<file path="src/rtl/dcache_wr_buffer_pkg.sv">
// Shared types for the dcache posted-write buffer: queued write entry and
// the access-type encoding common to the dcache and bridge ports.
package dcache_pkg;

  localparam logic [2:0] AXI_TYPE_BYTE = 3'b000;
  localparam logic [2:0] AXI_TYPE_HALF = 3'b001;
  localparam logic [2:0] AXI_TYPE_WORD = 3'b010;
  localparam logic [2:0] AXI_TYPE_LINE = 3'b100;

  typedef struct packed {
    logic [2:0]   wtype;
    logic [31:0]  addr;
    logic [15:0]  wstrb;
    logic [127:0] data;
  } wb_entry_t;

endpackage

</file>
<file path="src/rtl/dcache_wr_buffer_if.sv">
// SRAM-like read/write memory port; the same shape serves the dcache side
// (buffer is slave) and the AXI-bridge side (buffer is master).
interface dcache_wr_buffer_if;
  logic         rd_req;
  logic [2:0]   rd_type;
  logic [31:0]  rd_addr;
  logic         rd_rdy;
  logic         ret_valid;
  logic         ret_last;
  logic [127:0] ret_data;
  logic         wr_req;
  logic [2:0]   wr_type;
  logic [31:0]  wr_addr;
  logic [15:0]  wr_wstrb;
  logic [127:0] wr_data;
  logic         wr_rdy;

  modport master (
    output rd_req, rd_type, rd_addr, wr_req, wr_type, wr_addr, wr_wstrb, wr_data,
    input  rd_rdy, ret_valid, ret_last, ret_data, wr_rdy
  );

  modport slave (
    input  rd_req, rd_type, rd_addr, wr_req, wr_type, wr_addr, wr_wstrb, wr_data,
    output rd_rdy, ret_valid, ret_last, ret_data, wr_rdy
  );
endinterface

</file>
<file path="src/rtl/dcache_wr_buffer_fifo.sv">
// Generic synchronous circular FIFO of write-buffer entries with a
// registered occupancy count; head reads as all-zero while empty.
module wb_fifo
  import dcache_pkg::*;
#(
  parameter int unsigned DEPTH = 4
) (
  input  logic                     clk,
  input  logic                     rst,
  input  logic                     push_i,
  input  wb_entry_t                entry_i,
  input  logic                     pop_i,
  output wb_entry_t                head_o,
  output logic                     full_o,
  output logic                     empty_o,
  output logic [$clog2(DEPTH):0]   count_o
);

  localparam int unsigned PTR_W = $clog2(DEPTH);
  localparam int unsigned CNT_W = PTR_W + 1;

  wb_entry_t          mem_q [DEPTH];
  logic [PTR_W-1:0]   wptr_q, wptr_d;
  logic [PTR_W-1:0]   rptr_q, rptr_d;
  logic [CNT_W-1:0]   count_q, count_d;
  logic               do_push, do_pop;

  assign full_o  = (count_q == CNT_W'(DEPTH));
  assign empty_o = (count_q == CNT_W'(0));
  assign count_o = count_q;
  assign do_push = push_i & ~full_o;
  assign do_pop  = pop_i & ~empty_o;

  always_comb begin
    wptr_d  = wptr_q;
    rptr_d  = rptr_q;
    count_d = count_q;
    if (do_push) begin
      wptr_d = wptr_q + PTR_W'(1);
    end else begin
      wptr_d = wptr_q;
    end
    if (do_pop) begin
      rptr_d = rptr_q + PTR_W'(1);
    end else begin
      rptr_d = rptr_q;
    end
    // Simultaneous push and pop leaves occupancy unchanged.
    case ({do_push, do_pop})
      2'b10:   count_d = count_q + CNT_W'(1);
      2'b01:   count_d = count_q - CNT_W'(1);
      default: count_d = count_q;
    endcase
  end

  always_ff @(posedge clk) begin
    if (rst) begin
      wptr_q  <= PTR_W'(0);
      rptr_q  <= PTR_W'(0);
      count_q <= CNT_W'(0);
    end else begin
      wptr_q  <= wptr_d;
      rptr_q  <= rptr_d;
      count_q <= count_d;
    end
  end

  always_ff @(posedge clk) begin
    if (do_push) begin
      mem_q[wptr_q] <= entry_i;
    end
  end

  always_comb begin
    head_o = wb_entry_t'(0);
    if (empty_o) begin
      head_o = wb_entry_t'(0);
    end else begin
      head_o = mem_q[rptr_q];
    end
  end

endmodule

</file>
<file path="src/rtl/dcache_wr_buffer.sv">
// Posted-write buffer and in-order read sequencer between the dcache and the
// AXI bridge; reads are admitted only once every buffered write has drained.
module dcache_wr_buffer
  import dcache_pkg::*;
#(
  parameter int unsigned DEPTH = 4
) (
  input  logic                 clk,
  input  logic                 rst,
  dcache_wr_buffer_if.slave    dc_io,
  dcache_wr_buffer_if.master   bus_io,
  output logic                 wb_empty_o
);

  typedef enum logic [1:0] {
    R_IDLE = 2'b00,
    R_REQ  = 2'b01,
    R_WAIT = 2'b10
  } rstate_e;

  rstate_e                 rstate_q;
  logic [31:0]             rd_addr_q;
  logic [2:0]              rd_type_q;

  wb_entry_t               push_entry;
  wb_entry_t               head;
  logic                    fifo_full, fifo_empty;
  logic [$clog2(DEPTH):0]  fifo_count;
  logic                    wr_push, wr_pop;

  assign push_entry = '{wtype: dc_io.wr_type, addr: dc_io.wr_addr,
                        wstrb: dc_io.wr_wstrb, data: dc_io.wr_data};
  assign wr_push    = dc_io.wr_req & ~fifo_full;
  assign wr_pop     = ~fifo_empty & bus_io.wr_rdy;

  wb_fifo #(.DEPTH(DEPTH)) u_fifo (
    .clk     (clk),
    .rst     (rst),
    .push_i  (wr_push),
    .entry_i (push_entry),
    .pop_i   (wr_pop),
    .head_o  (head),
    .full_o  (fifo_full),
    .empty_o (fifo_empty),
    .count_o (fifo_count)
  );

  // Ready signals come only from registered state to avoid a loop through the dcache.
  assign dc_io.wr_rdy   = ~fifo_full;
  assign dc_io.rd_rdy   = (rstate_q == R_IDLE) & fifo_empty;
  assign wb_empty_o     = (fifo_count == '0);

  assign bus_io.wr_req   = ~fifo_empty;
  assign bus_io.wr_type  = head.wtype;
  assign bus_io.wr_addr  = head.addr;
  assign bus_io.wr_wstrb = head.wstrb;
  assign bus_io.wr_data  = head.data;

  assign bus_io.rd_req  = (rstate_q == R_REQ);
  assign bus_io.rd_addr = (rstate_q == R_REQ) ? rd_addr_q : 32'h0000_0000;
  assign bus_io.rd_type = (rstate_q == R_REQ) ? rd_type_q : 3'b000;

  always_ff @(posedge clk) begin
    if (rst) begin
      rstate_q  <= R_IDLE;
      rd_addr_q <= 32'h0000_0000;
      rd_type_q <= 3'b000;
    end else begin
      case (rstate_q)
        R_IDLE: begin
          if (dc_io.rd_req && dc_io.rd_rdy) begin
            rd_addr_q <= dc_io.rd_addr;
            rd_type_q <= dc_io.rd_type;
            rstate_q  <= R_REQ;
          end
        end
        R_REQ: begin
          if (bus_io.rd_rdy) begin
            rstate_q <= R_WAIT;
          end
        end
        R_WAIT: begin
          if (bus_io.ret_valid && bus_io.ret_last) begin
            rstate_q <= R_IDLE;
          end
        end
        default: rstate_q <= R_IDLE;
      endcase
    end
  end

  always_comb begin
    dc_io.ret_valid = 1'b0;
    dc_io.ret_last  = 1'b0;
    dc_io.ret_data  = 128'h0;
    if (rstate_q == R_WAIT) begin
      dc_io.ret_valid = bus_io.ret_valid;
      dc_io.ret_last  = bus_io.ret_last;
      dc_io.ret_data  = bus_io.ret_data;
    end else begin
      dc_io.ret_valid = 1'b0;
      dc_io.ret_last  = 1'b0;
      dc_io.ret_data  = 128'h0;
    end
  end

endmodule

</file>
<file path="src/flat_wrapper.sv">
// flat-port wrapper written by rule: the top's interface ports become plain ports
module dcache_wr_buffer_flat import dcache_pkg::*;
#(
  parameter int unsigned DEPTH = 4
)
  (clk, rst, wb_empty_o, dc_io_rd_req, dc_io_rd_type, dc_io_rd_addr, dc_io_wr_req, dc_io_wr_type, dc_io_wr_addr, dc_io_wr_wstrb, dc_io_wr_data, dc_io_rd_rdy, dc_io_ret_valid, dc_io_ret_last, dc_io_ret_data, dc_io_wr_rdy, bus_io_rd_req, bus_io_rd_type, bus_io_rd_addr, bus_io_wr_req, bus_io_wr_type, bus_io_wr_addr, bus_io_wr_wstrb, bus_io_wr_data, bus_io_rd_rdy, bus_io_ret_valid, bus_io_ret_last, bus_io_ret_data, bus_io_wr_rdy);
  dcache_wr_buffer_if dc_io_i ();
  dcache_wr_buffer_if bus_io_i ();
  input  logic clk;
  input  logic rst;
  output logic wb_empty_o;
  input wire logic [$bits(dc_io_i.rd_req)-1:0] dc_io_rd_req;
  input wire logic [$bits(dc_io_i.rd_type)-1:0] dc_io_rd_type;
  input wire logic [$bits(dc_io_i.rd_addr)-1:0] dc_io_rd_addr;
  input wire logic [$bits(dc_io_i.wr_req)-1:0] dc_io_wr_req;
  input wire logic [$bits(dc_io_i.wr_type)-1:0] dc_io_wr_type;
  input wire logic [$bits(dc_io_i.wr_addr)-1:0] dc_io_wr_addr;
  input wire logic [$bits(dc_io_i.wr_wstrb)-1:0] dc_io_wr_wstrb;
  input wire logic [$bits(dc_io_i.wr_data)-1:0] dc_io_wr_data;
  output wire logic [$bits(dc_io_i.rd_rdy)-1:0] dc_io_rd_rdy;
  output wire logic [$bits(dc_io_i.ret_valid)-1:0] dc_io_ret_valid;
  output wire logic [$bits(dc_io_i.ret_last)-1:0] dc_io_ret_last;
  output wire logic [$bits(dc_io_i.ret_data)-1:0] dc_io_ret_data;
  output wire logic [$bits(dc_io_i.wr_rdy)-1:0] dc_io_wr_rdy;
  output wire logic [$bits(bus_io_i.rd_req)-1:0] bus_io_rd_req;
  output wire logic [$bits(bus_io_i.rd_type)-1:0] bus_io_rd_type;
  output wire logic [$bits(bus_io_i.rd_addr)-1:0] bus_io_rd_addr;
  output wire logic [$bits(bus_io_i.wr_req)-1:0] bus_io_wr_req;
  output wire logic [$bits(bus_io_i.wr_type)-1:0] bus_io_wr_type;
  output wire logic [$bits(bus_io_i.wr_addr)-1:0] bus_io_wr_addr;
  output wire logic [$bits(bus_io_i.wr_wstrb)-1:0] bus_io_wr_wstrb;
  output wire logic [$bits(bus_io_i.wr_data)-1:0] bus_io_wr_data;
  input wire logic [$bits(bus_io_i.rd_rdy)-1:0] bus_io_rd_rdy;
  input wire logic [$bits(bus_io_i.ret_valid)-1:0] bus_io_ret_valid;
  input wire logic [$bits(bus_io_i.ret_last)-1:0] bus_io_ret_last;
  input wire logic [$bits(bus_io_i.ret_data)-1:0] bus_io_ret_data;
  input wire logic [$bits(bus_io_i.wr_rdy)-1:0] bus_io_wr_rdy;
  assign dc_io_i.rd_req = dc_io_rd_req;
  assign dc_io_i.rd_type = dc_io_rd_type;
  assign dc_io_i.rd_addr = dc_io_rd_addr;
  assign dc_io_i.wr_req = dc_io_wr_req;
  assign dc_io_i.wr_type = dc_io_wr_type;
  assign dc_io_i.wr_addr = dc_io_wr_addr;
  assign dc_io_i.wr_wstrb = dc_io_wr_wstrb;
  assign dc_io_i.wr_data = dc_io_wr_data;
  assign dc_io_rd_rdy = dc_io_i.rd_rdy;
  assign dc_io_ret_valid = dc_io_i.ret_valid;
  assign dc_io_ret_last = dc_io_i.ret_last;
  assign dc_io_ret_data = dc_io_i.ret_data;
  assign dc_io_wr_rdy = dc_io_i.wr_rdy;
  assign bus_io_rd_req = bus_io_i.rd_req;
  assign bus_io_rd_type = bus_io_i.rd_type;
  assign bus_io_rd_addr = bus_io_i.rd_addr;
  assign bus_io_wr_req = bus_io_i.wr_req;
  assign bus_io_wr_type = bus_io_i.wr_type;
  assign bus_io_wr_addr = bus_io_i.wr_addr;
  assign bus_io_wr_wstrb = bus_io_i.wr_wstrb;
  assign bus_io_wr_data = bus_io_i.wr_data;
  assign bus_io_i.rd_rdy = bus_io_rd_rdy;
  assign bus_io_i.ret_valid = bus_io_ret_valid;
  assign bus_io_i.ret_last = bus_io_ret_last;
  assign bus_io_i.ret_data = bus_io_ret_data;
  assign bus_io_i.wr_rdy = bus_io_wr_rdy;
  dcache_wr_buffer #(.DEPTH(DEPTH)) u_core (.clk(clk), .rst(rst), .dc_io(dc_io_i), .bus_io(bus_io_i), .wb_empty_o(wb_empty_o));
endmodule
</file>
<file path="config.mk">
export PLATFORM = sky130hd
export DESIGN_NAME = dcache_wr_buffer_flat
export DESIGN_NICKNAME = d
export VERILOG_FILES = /design/src/rtl/dcache_wr_buffer_pkg.sv /design/src/rtl/dcache_wr_buffer_if.sv /design/src/rtl/dcache_wr_buffer_fifo.sv /design/src/rtl/dcache_wr_buffer.sv /design/src/flat_wrapper.sv
export SDC_FILE = /design/constraint.sdc
export NUM_CORES = 1
export LEC_CHECK = 0
export BUFFER_PORTS_ARGS = -buffer_cell sky130_fd_sc_hd__buf_2
export CELL_PAD_IN_SITES_DETAIL_PLACEMENT = 0
export CELL_PAD_IN_SITES_GLOBAL_PLACEMENT = 1
export CORE_AREA = 3 3 271 273
export CTS_BUF_LIST = sky130_fd_sc_hd__clkbuf_16
export DETAILED_ROUTE_END_ITERATION = 8
export DIE_AREA = 0 0 274 276
export MAX_ROUTING_LAYER = met4
export PLACE_DENSITY = 0.74
export SLEW_MARGIN = 15
export SYNTH_ARGS = -nofsm -noshare
export SYNTH_HDL_FRONTEND = slang
export SYNTH_SLANG_ARGS = --single-unit
export TNS_END_PERCENT = 50
</file>
<file path="constraint.sdc">
create_clock -name clk -period 6.8 [get_ports clk]
set_clock_uncertainty 0.1 [all_clocks]
set_input_delay 0.34 -clock clk [delete_from_list [all_inputs] [get_ports clk]]
set_output_delay 0.34 -clock clk [all_outputs]
set_load 0.03 [all_outputs]
</file>
# After elaboration in Yosys (flattened, before gate mapping)
# Memories as Yosys holds them, arrays and structs flattened. A register that Yosys moved wholly into a read port is not among the register bits.
# Cells that the tools add are included.
[word_totals] ff_bits=44 ramBits=716 word_cells=48 input_bits=350 n_memories=1 out_inout_bits=349
[classes] add_sub_neg=4 n_mux=15 bitwise=7 reduce_logical=7 n_eq_ne=8
[memory_table] memory="u_core.u_fifo.mem_q" depth=4 width=179 read_ports=1 rd_clocked_by_memory_dff=1 wr=1 line="dcache_wr_buffer_fifo.sv:22" text="wb_entry_t mem_q [DEPTH];"
[op_table] op="179-bit two-way mux" count=1
[op_table] op="128-bit two-way mux" count=1
[op_table] op="32-bit two-way mux" count=1
[op_table] op="2-bit two-way mux" count=5
[op_table] op="2-bit case mux with 3 select lines" count=1
[op_table] op="3-bit case mux with 2 select lines" count=1
[op_table] op="1-bit bitwise AND" count=5
[op_table] op="2-bit by 1-bit adder with 2-bit output (second input constant)" count=2
[op_table] op="2-bit by 1-bit == test with 1-bit output (second input constant)" count=2
[op_table] op="2-bit == test (second input constant)" count=2
[op_table] op="1-bit two-way mux" count=4
[op_table] op="2-bit by 1-bit != test with 1-bit output (second input constant)" count=2
[op_table] op="3-bit by 1-bit adder with 3-bit output (second input constant)" count=1
[op_table] op="3-bit == test (second input constant)" count=1
[op_table] op="3-bit zero test" count=1
[op_table] op="3-bit two-way mux" count=1
[op_table] op="3-bit AND reduction" count=1
[op_table] op="3-bit by 1-bit subtractor with 3-bit output (second input constant)" count=1
[op_table] op="1-bit logical AND" count=2
[op_table] op="2-bit zero test" count=1
[op_table] op="2-bit != test (second input constant)" count=1
[op_table] op="1-bit NOT" count=2
[op_table] op="2-bit AND reduction" count=1
[op_table] op="2-bit nonzero test" count=1

# Longest topological paths before layout
# Gate-level depths: netlist of run 1.
[depth] word_depth=6 mapped_depth=10

# Hierarchy
# From an unflattened synthesis of run 1, not the netlist that was laid out.
[hier_totals] cells_unflattened=1541 area_unflattened_um2=30061.3
[modules_own_cells] module="wb_fifo" area_each_um2=27470.1 n_inst=1 cells_each=1188 seq_area_each_um2=21680.8
[modules_own_cells] module="dcache_wr_buffer" area_each_um2=2591.2 n_inst=1 cells_each=353 seq_area_each_um2=740.7

# Least setup slack after synthesis of run 1
# No wires, ideal clock.
[synth_path] kind="reg-to-reg" start="register u_core.u_fifo.count_q[0], in the netlist u_core.u_fifo.count_o[0]" end="memory u_core.u_fifo.mem_q[0][0] (netlist name), enable pin" setup_time_ns=0.561 path_buffers=0 synth_period_minus_slack_ns=5.566 arrival_ns=4.905 path_stages_with_launch=4 setup_slack_ns=1.234 cell_sequence="dfxtp_1 > nor2_1 > a21boi_1 > and2_1"
[synth_between] elab_chain_cells=6
[synth_lines] element="start: declaration" line="dcache_wr_buffer_fifo.sv:25" text="logic [CNT_W-1:0] count_q, count_d;"
[synth_lines] element="start signal: assignment" line="dcache_wr_buffer_fifo.sv:64" text="count_q <= count_d;"
[synth_lines] element="3-bit == test (*)" line="dcache_wr_buffer_fifo.sv:28" text="assign full_o = (count_q == CNT_W'(DEPTH));"
[synth_lines] element="1-bit NOT (*)" line="dcache_wr_buffer_fifo.sv:31, dcache_wr_buffer.sv:33"
[synth_lines] element="1-bit bitwise AND" line="dcache_wr_buffer.sv:33" text="assign wr_push = dc_io.wr_req & ~fifo_full;"
[synth_lines] element="1-bit bitwise AND (*)" line="dcache_wr_buffer_fifo.sv:31" text="assign do_push = push_i & ~full_o;"
[synth_lines] element="1-bit two-way mux (*)" line="dcache_wr_buffer_fifo.sv:69" text="if (do_push) begin"
[synth_lines] element="1-bit two-way mux (implied by the code) (*)" line="dcache_wr_buffer_fifo.sv:70" text="mem_q[wptr_q] <= entry_i;"
[synth_lines] element="end: declaration" line="dcache_wr_buffer_fifo.sv:22"
# Every way passes the cells marked *; elsewhere a longest branch is shown, timed or not.

# Worst setup path after layout of run 1
[layout_path] start="register u_core.u_fifo.count_q[2], in the netlist u_core.u_fifo.count_o[2]" end="output port bus_io_wr_data[88]"
[layout_between] elab_chain_cells=2
[layout_lines] element="3-bit zero test" line="dcache_wr_buffer_fifo.sv:29" text="assign empty_o = (count_q == CNT_W'(0));"
[layout_lines] element="179-bit two-way mux" line="dcache_wr_buffer_fifo.sv:76" text="if (empty_o) begin"
[layout_lines] element="end: declaration" line="flat_wrapper.sv:32" text="output wire logic [$bits(bus_io_i.wr_data)-1:0] bus_io_wr_data;"
# No other way between the ends.

==> metrics.yaml, run 1 <==
final-hold-violation-count: 0
critical_path.top_delay_family: "buffers and inverters"
cts-buffers-inserted: 81
max_freq_ghz: 0.271
powerDensity_nw_per_um2: 380
synth.distinct_cells: 30
layout_commonest_cell: "edfxtp_1"
worst_path_max_delay_cell: "buf_4"
design_area_um2: 39700
htree_levels: 3
p_leak_nw: 14.9
max_stage_delay_ns: 0.64
timing.final.crit_period_ns: 3.69
port_buffers: 698
run_status: "complete, no violations"
dieHeight_um: 276
timing.hold.worst.class: "in -> reg"
synth_area_um2: 30200
areaGrowthSynthToFinish_pct: 31.4
cpMostUsedCell: "buf_4"
grt_first_pass_wirelength_mm: 121
synth_area_leaders: "edfxtp_1 71%, mux4_2 13%, and2_1 7.2%"
met1_usage_pct: 27.1
max_cap_viol_count: 0
post_synth_inst_count: 1538
cts_root_buffer: "clkbuf_16"
worst-setup-path-type: "reg -> out"
vdd_drop_max_mv: 0.268
fin_tns_setup_ns: 0
grt_use_met3_pct: 4.74
tritoncts_clock_tree: "yes"
layout.filler_cells: 5687
maxSlewHeadroom_pct: 27.1
setup_viol: 0
synth.yosys.warnings: 0
die_area_um2: 75600
synthesized_flop_and_latch_total: 762
syn_avg_cell_area_um2: 19.6
clock-sinks: 762
dpl-instance-area_um2: 34700
floorplan.initialDensity_pct: 42.3
most-common-layout-cells: "716 x edfxtp_1, 698 x buf_2, 345 x and2_1"
period_share_pct: 54.3
critical_path_peak_fanout: 66
synth_seq_area_share_pct: 74.2
grt_start_max_net_pins: 123
arrival_ns: 3.25
routed_wl_mm: 82.1
detail_route.drc_violations: 0
fp.dieW_um: 274
clkTransAtPathRegs_ns: 0.06
grt_antenna_before_repair: 20
post-synth-top-area-cell: "edfxtp_1"
share_comb_of_total_power_pct: 31.5
busiest_layer: "met2"
net_switching_power_mw: 5.04
grt_use_met2_pct: 36.4
drt-vias-per-instance: 5.03
via_count: 17569
syn-num-nets: 1894
internal-power_mw: 10.1
timing.critical_path.required_ns: 6.36
drt-wirelength-per-cell_um: 23.5
final_nets: 2816
ant_nets: 0
worst-slew-pin-transition_ns: 1.09
track_usage_pct: 22.0
top_level_ports: 699
worstSetupEndpointType: "output port"
post_route_cells_drive_above_1_share_pct: 40.7
place.detailed.hpwl_mm: 54.5
worstPathBufferInverterCount: 3
number_of_global_route_vias_before_repair: 18618
first_iter_violations: 1070
final_global_route_overflow_total: 0
seq_power_share_pct: 38.6
drt_pass_1_iters: 5
rsz0062_at_grt: "no"
switching_share_pct: 33.4
crit_path_launch_type: "register"
crit_path_cell_trace: "or3_4, buf_4, buf_4, and2_1, buf_2"
netlist.area_leader.share_pct: 71.2
place_congestion: 0.912
worst_skew_pair.late_latency_ns: 0.63
power_frac_clock_pct: 29.9
core_region_area_um2: 71400
max-clock-path-buffers: 3
rows: 98
maxSlewViolCount: 0
## kinds of logic (layout without fill, tap and decap cells)
logic type	count (synthesis)	in the layout	synth area share, %
DFF	762	762	74.2
and+or+nand+nor	443	443	9.14
muxes	216	216	14.6
buffers and inverters	99	1088	1.52
AOI/OAI and AO/OA	10	10	0.191
adders and majority gates	6	6	0.273
xor gates and xnor gates	2	2	0.0580
other	0	13	0
## cell usage after synthesis
master / instances
fa_1: 1
a21oi_1: 3
a21boi_1: 1
nand2b_1: 74
nand2_1: 3
buf_1: 10
nand3_1: 1
nor3_1: 1
a211oi_1: 1
edfxtp_1: 716
ha_1: 5
dfxtp_1: 46
nor2_1: 8
nand3b_1: 1
buf_2: 23
a22oi_1: 1
buf_6: 1
clkbuf_1: 54
mux2_2: 1
xor2_1: 2
mux4_2: 179
inv_1: 7
mux2i_1: 36
nor2b_1: 2
or3_1: 3
buf_4: 1
o21ai_0: 4
buf_12: 3
nor4b_4: 1
and2_1: 349
## per-layer routing
| metal | up-vias | share of wire (%) |
|---|---|---|
| met3 | 136 | 6.7 |
| met2 | 638 | 51 |
| met4 | 0 | 3.4 |
| met5 | - | 0 |
| met1 | 8999 | 39 |
| li1 | 7796 | - |
## final timing paths
check                                         startpoint                         end  slack, ns  cells past startpoint
worst max-delay path            u_core.u_fifo.count_o[2]          bus_io_wr_data[88]       3.11                      5
worst min-delay path                        dc_io_wr_req     u_core.u_fifo.wptr_q[1]       0.13                      3
worst max register to register  u_core.u_fifo.count_o[0]  u_core.u_fifo.mem_q[3][22]       3.53                      4
worst min register to register      u_core.rd_addr_q[21]        u_core.rd_addr_q[21]       0.36                      2
## power by group through the flow
stage	Sequential [mW]	Clock, mW	Combinational, mW
6_report	5.83	4.52	4.75
3_5_place_dp	5.93	0	4.71
5_1_grt	5.87	4.82	5.05
4_1_cts	5.83	4.62	4.85
3_3_place_gp	5.90	0	4.71
2_1_floorplan	5.91	0	3.29
## area by class of cell
| cell class | count | area, um2 | area share [%] |
|---|---|---|---|
| clock buffers | 81 | 2030 | 5.11 |
| repair buffers | 931 | 5870 | 14.8 |
| multi-input cells | 677 | 7350 | 18.5 |
| diodes | 13 | 32.5 | 0.0819 |
| well taps | 950 | 1190 | 2.99 |
| inverters | 7 | 26.3 | 0.0662 |
| flip-flops and latches | 762 | 22400 | 56.5 |
| clock inverters | 69 | 781 | 1.97 |
## through the flow
step	util, %	setup slack [ns]	instances	power [mW]	hold WS [ns]
floorplan	-	1.23	1538	9.20	0.339
detailed placement	48.6	3.55	3108	10.6	0.358
global placement	48.6	3.56	3108	10.6	0.354
CTS	55.6	2.99	3477	15.3	0.0837
finish	55.6	3.11	3490	15.1	0.125
global route	55.6	2.78	3488	15.7	0.118
## worst min-delay path, delay by kind of cell
kind	cells	cell delay, ns
AOI/OAI and AO/OA	1	0.20
buffers and inverters	1	0.11
muxes	1	0.15
## flip-flops by register name, indices dropped and copies added, names as in the netlist, named ones only
name	count
u_core.u_fifo.rptr_q	2
u_core.u_fifo.wptr_q	2
u_core.u_fifo.count_o	3
u_core.rstate_q	2
u_core.rd_type_q	3
u_core.rd_addr_q	32
u_core.u_fifo.mem_q	716
## repair_timing
item / in CTS / in global routing
buffers inserted: 0 / 0
resized for setup: 0 / 0
hold endpoints to repair: 757 / 0
hold buffers: 219 / 0
No activity file was read; power rests on OpenSTA's default activity.
==> inputs of run 2 (changes only) <==
==> constraint.sdc (replaced) <==
create_clock -name clk -period 3.5 [get_ports clk]
set_clock_uncertainty 0.1 [all_clocks]
set_input_delay 0.175 -clock clk [delete_from_list [all_inputs] [get_ports clk]]
set_output_delay 0.175 -clock clk [all_outputs]
set_load 0.03 [all_outputs]
==> metrics.yaml, run 2 (synthesis results as in run 1) <==
run_status: "complete, no violations"
vdd_drop_max_mv: 0.582
port_buffers: 698
final_global_route_overflow_total: 0
worstSetupEndpointType: "output port"
crit_path_launch_type: "register"
cts-buffers-inserted: 82
max-clock-path-buffers: 3
wl_on_met1_mm: 31.1
p_leak_nw: 15.1
top_level_ports: 699
rsz0062_at_grt: "no"
drt_pass_1_iters: 5
dr_wl_met3_mm: 6.67
max_flop_register: "u_core.u_fifo.mem_q"
max_freq_ghz: 0.336
maxSlewViolCount: 0
rows: 98
dpl-instance-area_um2: 35100
areaGrowthSynthToFinish_pct: 32.4
seqCellArea_um2: 22400
powerDensity_nw_per_um2: 729
post_cts_buffers: 0
biggestRegsByFlops: "u_core.u_fifo.mem_q x716, u_core.rd_addr_q x32"
highest_signal_layer: "met4"
ant_nets: 0
setup_viol: 0
timing.final.crit_period_ns: 2.98
largest_reg_flops: 716
arrival_ns: 2.70
most-common-layout-cells: "716 x edfxtp_1, 697 x buf_2, 345 x and2_1"
total_area_of_multi_input_combinational_cells_um2: 7340
grt_first_pass_wirelength_mm: 121
layout.filler_cells: 5619
detail_route.drc_violations: 0
drt-wirelength-per-cell_um: 23.2
floorplan.initialDensity_pct: 42.3
met2_length_mm: 41.4
cts_resized: 0
postCtsHoldBufs: 219
grt_start_max_net_pins: 107
via_count: 17638
timing.critical_path.required_ns: 3.22
timing.hold.worst.class: "in -> reg"
maxSlewHeadroom_pct: 50.3
post_route_cells_drive_above_1_share_pct: 41.2
worst-slew-pin-transition_ns: 0.745
clkTransAtPathRegs_ns: 0.06
critical_path_peak_fanout: 38
design_area_um2: 40000
final-hold-violation-count: 0
drt-vias-per-instance: 4.99
track_usage_pct: 22.0
final_nets: 2854
first_iter_violations: 1042
routed_wl_mm: 82.0
layout_commonest_cell: "edfxtp_1"
grt_antenna_before_repair: 28
worst-setup-path-type: "reg -> out"
core_region_area_um2: 71400
fp.dieW_um: 274
place_congestion: 0.884
hold_slack_ns: 0.0310
max_cap_viol_count: 0
dieHeight_um: 276
cts_root_buffer: "clkbuf_16"
worst_skew_pair.late_latency_ns: 0.61
place.detailed.hpwl_mm: 55.8
period_share_pct: 85.1
clock-sinks: 762
die_area_um2: 75600
htree_levels: 3
number_of_global_route_vias_before_repair: 19082
tritoncts_clock_tree: "yes"
run 2: cell count changes in the layout (fill, tap and decap cells not counted), moves of 2 or more:
cell	change
bufinv_16	-5
inv_6	+3
clkinv_1	+8
diode_2	+13
buf_12	+13
clkinv_16	-4
clkinvlp_4	-4
buf_4	+24
inv_1	-2
run 2: power by group:
group | internal (mW) | leakage [nW] | switching [mW] | total (mW)
registers | 11.0 | 6.95 | 0.344 | 11.3
clock network | 4.82 | 1.32 | 3.48 | 8.29
logic | 3.53 | 6.79 | 5.97 | 9.50
total | 19.3 | 15.1 | 9.79 | 29.1
run 2: area by class of cell:
type | instances | share of cell area [%]
Sequential cell | 762 | 56.1
Clock inverter | 65 | 1.40
Timing Repair Buffer | 968 | 15.8
Multi-Input combinational cell | 677 | 18.4
Tap cell | 950 | 2.97
Clock buffer | 82 | 5.13
Antenna cell | 26 | 0.163
Inverter | 7 | 0.0657
run 2: path summary, 6_finish.rpt:
path	start	to	slack, ns	cells after the start
setup reg to reg	u_core.u_fifo.count_o[0]	u_core.u_fifo.mem_q[3][35]	1.06	4
hold / removal	dc_io_wr_req	u_core.u_fifo.wptr_q[1]	0.03	3
hold reg to reg	u_core.rd_addr_q[25]	u_core.rd_addr_q[25]	0.37	2
setup / recovery	register	bus_io_wr_wstrb[4]	0.52	4
run 2: worst max-delay path, cell delays in order (launching register included):
cell and delay, ns:
dfxtp_4 0.74, buf_12 0.38, mux4_2 0.55, and2_1 0.19
buf_2 0.18
run 2: routing by layer:
layer  vias up  GRT usage (%)
li1       7907              -
met1      8993           25.2
met2       605           36.6
met3       133           7.18
met4         0           7.12
met5         -              -
run 2: through the flow:
stage                     std cells  TNS, ns  setup slack [ns]  util, %  total power [mW]
after floorplan                1538   -60.07           -0.0839        -              17.8
after global placement         3144        0              1.09     49.2              20.9
after detailed placement       3144        0              1.00     49.2              20.9
after CTS                      3510        0             0.404     55.9              29.5
after global routing           3536        0             0.321     56.0              30.4
final                          3537        0             0.523     56.0              29.1
